--- config.mk ---
export PLATFORM = sky130hd
export DESIGN_NAME = ram_port_arbiter
export DESIGN_NICKNAME = d
export VERILOG_FILES = /design/src/rtl/ram_port_arbiter_pkg.sv /design/src/rtl/ram_port_arbiter_starve_cnt.sv /design/src/rtl/ram_port_arbiter.sv
export SDC_FILE = /design/constraint.sdc
export NUM_CORES = 1
export LEC_CHECK = 0
export CORE_MARGIN = 3
export CORE_UTILIZATION = 31
export CTS_CLUSTER_DIAMETER = 50
export DETAILED_ROUTE_END_ITERATION = 8
export PLACE_DENSITY = 0.83
export REMOVE_ABC_BUFFERS = 1
export SLEW_MARGIN = 40
export SYNTH_ARGS = -nofsm -noshare
export SYNTH_HDL_FRONTEND = slang
export SYNTH_SLANG_ARGS = --single-unit
export TNS_END_PERCENT = 100
--- constraint.sdc ---
create_clock -name clk -period 1.4 [get_ports clk]
set_clock_uncertainty 0.15 [all_clocks]
set_input_delay 0.28 -clock clk [delete_from_list [all_inputs] [get_ports clk]]
set_output_delay 0.28 -clock clk [all_outputs]
set_load 0.01 [all_outputs]
--- src/rtl/ram_port_arbiter_pkg.sv ---
// Shared types for the ram_db port arbiter: FSM state encoding, owner IDs and default widths.
package ram_port_arbiter_pkg;

    localparam int ARB_XLEN_DEF = 32;
    localparam int ARB_AW_DEF   = 32;

    typedef enum logic [1:0] {
        ARB_IDLE = 2'd0,
        ARB_GNT0 = 2'd1,
        ARB_GNT1 = 2'd2
    } arb_state_e;

    localparam logic ARB_M0 = 1'b0;
    localparam logic ARB_M1 = 1'b1;

endpackage

--- src/rtl/ram_port_arbiter_starve_cnt.sv ---
// Counts arbitrations requester 1 lost to requester 0; saturates at STARVE_MAX, never wraps.
// Updates one cycle after inc/clr; no backpressure, clr has priority over inc.
module arb_starve_cnt #(
    parameter int STARVE_MAX = 4,
    parameter int CNT_W      = 3
) (
    input  logic clk,
    input  logic rst_n,
    input  logic inc,
    input  logic clr,
    output logic sat
);

    logic [CNT_W-1:0] cnt_q;
    logic [CNT_W-1:0] cnt_d;

    assign sat = (cnt_q >= CNT_W'(STARVE_MAX));

    always_comb begin
        cnt_d = cnt_q;
        if (clr) begin
            cnt_d = '0;
        end else if (inc && !sat) begin
            cnt_d = cnt_q + CNT_W'(1);
        end
    end

    always_ff @(posedge clk or negedge rst_n) begin
        if (!rst_n) begin
            cnt_q <= '0;
        end else begin
            cnt_q <= cnt_d;
        end
    end

endmodule

--- src/rtl/ram_port_arbiter.sv ---
// Two-requester arbiter onto the ram_db port: fixed priority to m0 with a starvation guard for m1.
// ram_valid 1 cycle after a request is seen in IDLE; grant held until ram_ready, ready/rdata routed combinationally.
module ram_port_arbiter
    import ram_port_arbiter_pkg::*;
#(
    parameter int XLEN       = ARB_XLEN_DEF,
    parameter int AW         = ARB_AW_DEF,
    parameter int STARVE_MAX = 4,
    parameter int CNT_W      = 3
) (
    input  logic            clk,
    input  logic            rst_n,

    input  logic            m0_valid,
    input  logic            m0_wr,
    input  logic            m0_rd,
    input  logic [AW-1:0]   m0_addr,
    input  logic [XLEN-1:0] m0_wdata,
    output logic            m0_ready,
    output logic [XLEN-1:0] m0_rdata,

    input  logic            m1_valid,
    input  logic            m1_wr,
    input  logic            m1_rd,
    input  logic [AW-1:0]   m1_addr,
    input  logic [XLEN-1:0] m1_wdata,
    output logic            m1_ready,
    output logic [XLEN-1:0] m1_rdata,

    output logic            ram_valid,
    output logic            ram_wr,
    output logic            ram_rd,
    output logic [AW-1:0]   ram_addr,
    output logic [XLEN-1:0] ram_wdata,
    input  logic [XLEN-1:0] ram_rdata,
    input  logic            ram_ready,

    output logic            arb_o_busy,
    output logic            arb_o_owner
);

    arb_state_e      state_q, state_d;
    logic            owner_q, owner_d;
    logic            wr_q, wr_d;
    logic            rd_q, rd_d;
    logic [AW-1:0]   addr_q, addr_d;
    logic [XLEN-1:0] wdata_q, wdata_d;

    logic starve_inc;
    logic starve_clr;
    logic starve_sat;

    arb_starve_cnt #(
        .STARVE_MAX (STARVE_MAX),
        .CNT_W      (CNT_W)
    ) u_starve_cnt (
        .clk   (clk),
        .rst_n (rst_n),
        .inc   (starve_inc),
        .clr   (starve_clr),
        .sat   (starve_sat)
    );

    always_comb begin
        state_d    = state_q;
        owner_d    = owner_q;
        wr_d       = wr_q;
        rd_d       = rd_q;
        addr_d     = addr_q;
        wdata_d    = wdata_q;
        starve_inc = 1'b0;
        starve_clr = 1'b0;

        case (state_q)
            ARB_IDLE: begin
                // m1 wins only when alone or once it has been starved STARVE_MAX times
                if (m1_valid && (!m0_valid || starve_sat)) begin
                    state_d    = ARB_GNT1;
                    owner_d    = ARB_M1;
                    wr_d       = m1_wr;
                    rd_d       = m1_rd;
                    addr_d     = m1_addr;
                    wdata_d    = m1_wdata;
                    starve_clr = 1'b1;
                end else if (m0_valid) begin
                    state_d    = ARB_GNT0;
                    owner_d    = ARB_M0;
                    wr_d       = m0_wr;
                    rd_d       = m0_rd;
                    addr_d     = m0_addr;
                    wdata_d    = m0_wdata;
                    starve_inc = m1_valid;
                end
            end
            ARB_GNT0, ARB_GNT1: begin
                if (ram_ready) begin
                    state_d = ARB_IDLE;
                end
            end
            default: begin
                state_d = ARB_IDLE;
            end
        endcase
    end

    always_ff @(posedge clk or negedge rst_n) begin
        if (!rst_n) begin
            state_q <= ARB_IDLE;
            owner_q <= ARB_M0;
            wr_q    <= 1'b0;
            rd_q    <= 1'b0;
            addr_q  <= '0;
            wdata_q <= '0;
        end else begin
            state_q <= state_d;
            owner_q <= owner_d;
            wr_q    <= wr_d;
            rd_q    <= rd_d;
            addr_q  <= addr_d;
            wdata_q <= wdata_d;
        end
    end

    assign ram_valid   = (state_q != ARB_IDLE);
    assign arb_o_busy  = (state_q != ARB_IDLE);
    assign arb_o_owner = owner_q;
    assign ram_wr      = wr_q;
    assign ram_rd      = rd_q;
    assign ram_addr    = addr_q;
    assign ram_wdata   = wdata_q;

    // ram_ready outside a grant never reaches either requester
    assign m0_ready = (state_q == ARB_GNT0) && ram_ready;
    assign m1_ready = (state_q == ARB_GNT1) && ram_ready;
    assign m0_rdata = m0_ready ? ram_rdata : '0;
    assign m1_rdata = m1_ready ? ram_rdata : '0;

endmodule
After elaboration in Yosys (flattened, before gate mapping)
Cells that the tools add are included.
Cells by class
  add/sub/neg operators: 1
  $lt $le $gt $ge: 1
  eq/ne operators: 4
  multiplexer cells: 23
  reductions and logical operators: 14
Operators by type and width (count)
  2-to-1 mux 32 bit: 6
  2-to-1 mux 1 bit: 11
  2-to-1 mux 2 bit: 3
  2-to-1 mux 3 bit: 2
  nonzero test 2 bit: 3
  logical AND 1 bit: 4
  one-hot mux 2 bit (2 select lines): 1
  AND reduction 2 bit: 2
  adder 3 x 1 -> 3 bit (second input constant): 1
  greater-or-equal comparator 3 bit (second input constant): 1
  != test 3 bit (second input constant): 1
  equality test 2 x 1 -> 1 bit (second input constant): 1
  equality test 2 bit (second input constant): 1
  zero test 1 bit: 2
  zero test 2 bit: 1
  != test 2 bit (second input constant): 1
  OR reduction 2 bit: 1
  logical OR 1 bit: 1
Word-level totals
  flip-flop bits (word level): 72
  bits of input ports: 169
  output and inout port bits: 135
  word-level logic and storage cells: 50

Depth between registers and ports, before layout
  word-level depth: 8
  depth in mapped cells: 8
  mapped depth without buffers: 5

Modules after synthesis
From an unflattened synthesis, not the netlist that was laid out.
Unflattened totals
  cells, all modules: 495
  area, all modules: 4081.4 sq um
By module, submodules not included
  ram_port_arbiter: instances 1, cells an instance 479, area each 3903.7 sq um, sequential area each 1726.7 sq um
  arb_starve_cnt: instances 1, cells an instance 16, area each 177.7 sq um, sequential area each 75.1 sq um

Worst setup path before layout
Ideal clock, no wire load.
  path kind: flip-flop to flip-flop
  start: register state_q[0]
  end: register wdata_q[9] (netlist: ram_wdata[9])
  library setup time: 0.134 ns
  data arrival time: 1.253 ns
  data required time: 1.116 ns
  slack: -0.137 ns
  cell stages (with the launch flop): 9
  buffers on the path: 3
  period minus slack after synthesis: 1.537 ns
  path through: dfrtp_1 -> inv_1 -> ha_1 -> o21a_1 -> buf_6 -> buf_6 -> buf_6 -> nor2_1 -> a31oi_2
Between the ends
  cells in the longest elaborated chain, start to end: 2
RTL lines
  start: declaration: line ram_port_arbiter.sv:42  | arb_state_e state_q, state_d;
  start signal: assignment: line ram_port_arbiter.sv:115  | state_q <= state_d;
  zero test 2 bit: line ram_port_arbiter.sv:74  | case (state_q)
  AND reduction 2 bit (no line)
  end signal: assignment: line ram_port_arbiter.sv:120  | wdata_q <= wdata_d;
  end: declaration: line ram_port_arbiter.sv:47  | logic [XLEN-1:0] wdata_q, wdata_d;
No other way between the ends.
A chain may end at the register's enable or synchronous reset.

Worst setup path in the final report
  start: register state_q[1]
  end: output port m1_rdata[19]
Between the ends
  cells in the longest elaborated chain, start to end: 3
RTL lines
  equality test 2 bit: line ram_port_arbiter.sv:134  | assign m1_ready = (state_q == ARB_GNT1) && ram_ready;
  logical AND 1 bit: line ram_port_arbiter.sv:134
  2-to-1 mux 32 bit: line ram_port_arbiter.sv:136  | assign m1_rdata = m1_ready ? ram_rdata : '0;
  end: declaration: line ram_port_arbiter.sv:28  | output logic [XLEN-1:0] m1_rdata,
No other way between the ends.

==> run metrics <==
status=finished, violations left; failing checks=setup timing; post-synthesis sequential area ratio=0.4435; Total Nets Final=1029; crit path launch type=flip-flop; CTS Buf Count=9; Reg2Reg Depth=11; ANT nets after route=0; Hold Path Class=input pin to flip-flop; via-per-instance ratio=approximately 5.5; Initial Util=0.3193; r2r endpoint=ram_addr[8]; initial antenna violation count=3; Final Max Tran Viols=0; via count=5739; post-layout util=0.7366; Final Hold Fails=0; Core Region=0.01272 mm2; clock-pin slew on the worst setup and hold paths=0.06 ns; FF+latch area=0.001804 mm2; final period utilization=1.446; DRC Markers=0; final wirelength=around 23000 um; layout cell share with drive strength beyond 1=0.4651; Synth Register Bits=72; worst path required time=0.97 ns; RSZ-0062 raised after global routing=yes; PwrDens=between 1500 and 2000 mW/mm2; global-route usage over all layers=0.2890; VDD IR max=around 1.2 mV; worst hold start=m1_valid; CTS Buffer Depth=2; Root Driver=clkbuf_16; CTS sink cnt=72; Synth Instances=slightly below 500; worst slew pin tran=0.4149 ns; Final min period=2.025 ns; Data arrival, critical path=between 1.5 and 2 ns; H-tree depth=3; Syn Std Cell Area=0.004063 mm2; max-cap violation count=0; Post-DP HPWL=13330 um; multi-input logic area=approximately 0.0028 mm2; worst skew pair latency=between 0.3 and 0.4 ns; gr ovfl total=0; Static Leak=0.003893 uW; Routed wire per std cell=about 23 um; die height=between 100 and 150 um; I/O pin count=between 300 and 400; port buffer count=between 300 and 400; Critical Path Sink Type=primary output; overall power=around 18000 uW; YS warnings=0; first-pass iteration count of the detailed router=5; FP Rows=a little over 40; vias in the first global route=approximately 5700; Final setup viols=140; total die area=~0.015 mm2; r2r startpoint=state_q[0]; filler instances=868; largest net degree at the start of global routing=73; distinct cell type count after synthesis=26; CP Max Fanout=4; Post-Syn Area per Cell=8.325 um2; Die W=approximately 120 um; area delta synth->final=130.7%; max_slew headroom=0.7205; Hold Crit Endpoint=ram_wdata[19]; GP Congestion=between 0.8 and 0.9; first-pass GRT wire length=between 30000 and 40000 um; fmax=just under 500 MHz; drt first-iter violations=between 300 and 400; post-route worst setup slack=-0.6247 ns; hold path depth=4; CTS tree=built; crit path kind=flip-flop to primary output; Place WS=-0.8027 ns; Reg2Reg Setup Slack=-0.49 ns
## flip-flops by register name, summed over array words and instances (netlist names)
name                count
arb_o_owner             1
ram_wr                  1
ram_addr               32
u_starve_cnt.cnt_q      3
ram_rd                  1
state_q                 2
ram_wdata              32
## where the power goes
group	internal [uW]	leakage (uW)	switching (uW)	total, uW
sequential	3120	0.000816	757	3880
clock	1790	0.000170	942	2730
combinational	6040	0.00291	5160	11200
total	11000	0.00389	6860	17800
## kinds of logic (layout without fill, tap and decap cells)
group           after synthesis  count (layout)  synth area share
simple gates                204             204            0.2519
other cells                   0               4                 0
buf+inv                      65             436           0.08685
compound gates              141             142            0.1996
flops                        72              72            0.4435
fa+ha+maj                     5               5           0.01540
mux                           1               1          0.002772
## cell usage in the layout (no fill, tap or decap), types with 10 or more instances in the layout
master	instances
buf_6	68
buf_4	50
a31oi_1	54
o21ai_1	10
buf_12	21
dfrtp_1	70
nor2_4	46
clkbuf_2	13
clkdlybuf4s50_1	166
nor2_2	15
and3_1	18
buf_2	70
buf_16	12
o21ai_0	57
nand3_1	66
clkbuf_16	12
and3_4	46
a31oi_4	10
## critical path, stage by stage (launching register included)
cell	delay, ns
dfrtp_2	0.44
ha_4	0.21
buf_12	0.14
clkbuf_16	0.14
and3_1	0.18
buf_2	0.14
## area by class of cell
class | count | area share
tap | 172 | 0.02296
clock buffer | 11 | 0.02590
antenna | 4 | 0.001068
clock inverter | 5 | 0.01108
timing repair buffer | 413 | 0.4454
sequential | 72 | 0.1925
inverter | 7 | 0.003338
multi-input combinational | 352 | 0.2977
## routing by layer
| layer | vias to the layer above | track usage | part of all wire |
|---|---|---|---|
| met5 | - | 0 | 0 |
| met4 | 0 | 0.1756 | 0.059 |
| met3 | 91 | 0.06829 | 0.072 |
| met2 | 346 | 0.5334 | 0.52 |
| met1 | 2786 | 0.2922 | 0.35 |
| li1 | 2516 | - | - |
## synth_stat cells
cell type	n	share of area
a21oi_1	2	0.0025
a22o_1	3	0.0065
a31oi_1	65	0.10
a31oi_2	1	0.0031
and2_1	2	0.0031
and2b_1	1	0.0018
and3_1	64	0.099
buf_2	16	0.020
buf_4	5	0.0092
buf_6	9	0.025
clkbuf_1	26	0.024
clkbuf_2	2	0.0025
dfrtp_1	72	0.44
ha_1	5	0.015
inv_1	6	0.0055
inv_2	1	0.00092
mux2_2	1	0.0028
nand2_1	1	0.00092
nand2b_1	2	0.0031
nand3_1	66	0.081
nor2_1	67	0.062
nor3_1	1	0.0012
o21a_1	1	0.0018
o21ai_0	58	0.071
o21ai_1	10	0.012
o21bai_1	1	0.0018
## worst max path at each step
stage / from / endpoint / slack (ns) / cells past startpoint
finish: state_q[1] / m1_rdata[19] / -0.62 / 5
global route: state_q[0] / m0_rdata[6] / -0.68 / 6
detailed placement: ram_ready / m1_rdata[9] / -0.80 / 4
CTS: state_q[1] / m0_rdata[28] / -0.63 / 6
global placement: ram_ready / m1_rdata[12] / -0.78 / 4
floorplan: state_q[0] / ram_wdata[9] / -2.02 / 5
## what timing repair did
action / in CTS / in global routing
hold endpoints to repair: 72 / 0
buffers inserted: 43 / 21
endpoints found under the setup margin: 207 / 180
hold buffers: 1 / 0
cloned: 20 / 3
pin swaps: 21 / 8
gates resized for setup: 670 / 152
## per-stage QoR
stage               TNS, ns  cells  instance area [um2]  hold WS [ns]
finish               -63.25   1036                 9371        0.3193
floorplan           -151.71    430                 3736       -0.1656
CTS                  -70.30   1021                 8992        0.3135
global route         -72.10   1035                 9369        0.3360
global placement     -78.47    941                 7421        0.1752
detailed placement   -80.51    941                 7421        0.1826
Power figures use the tool's default switching activity.
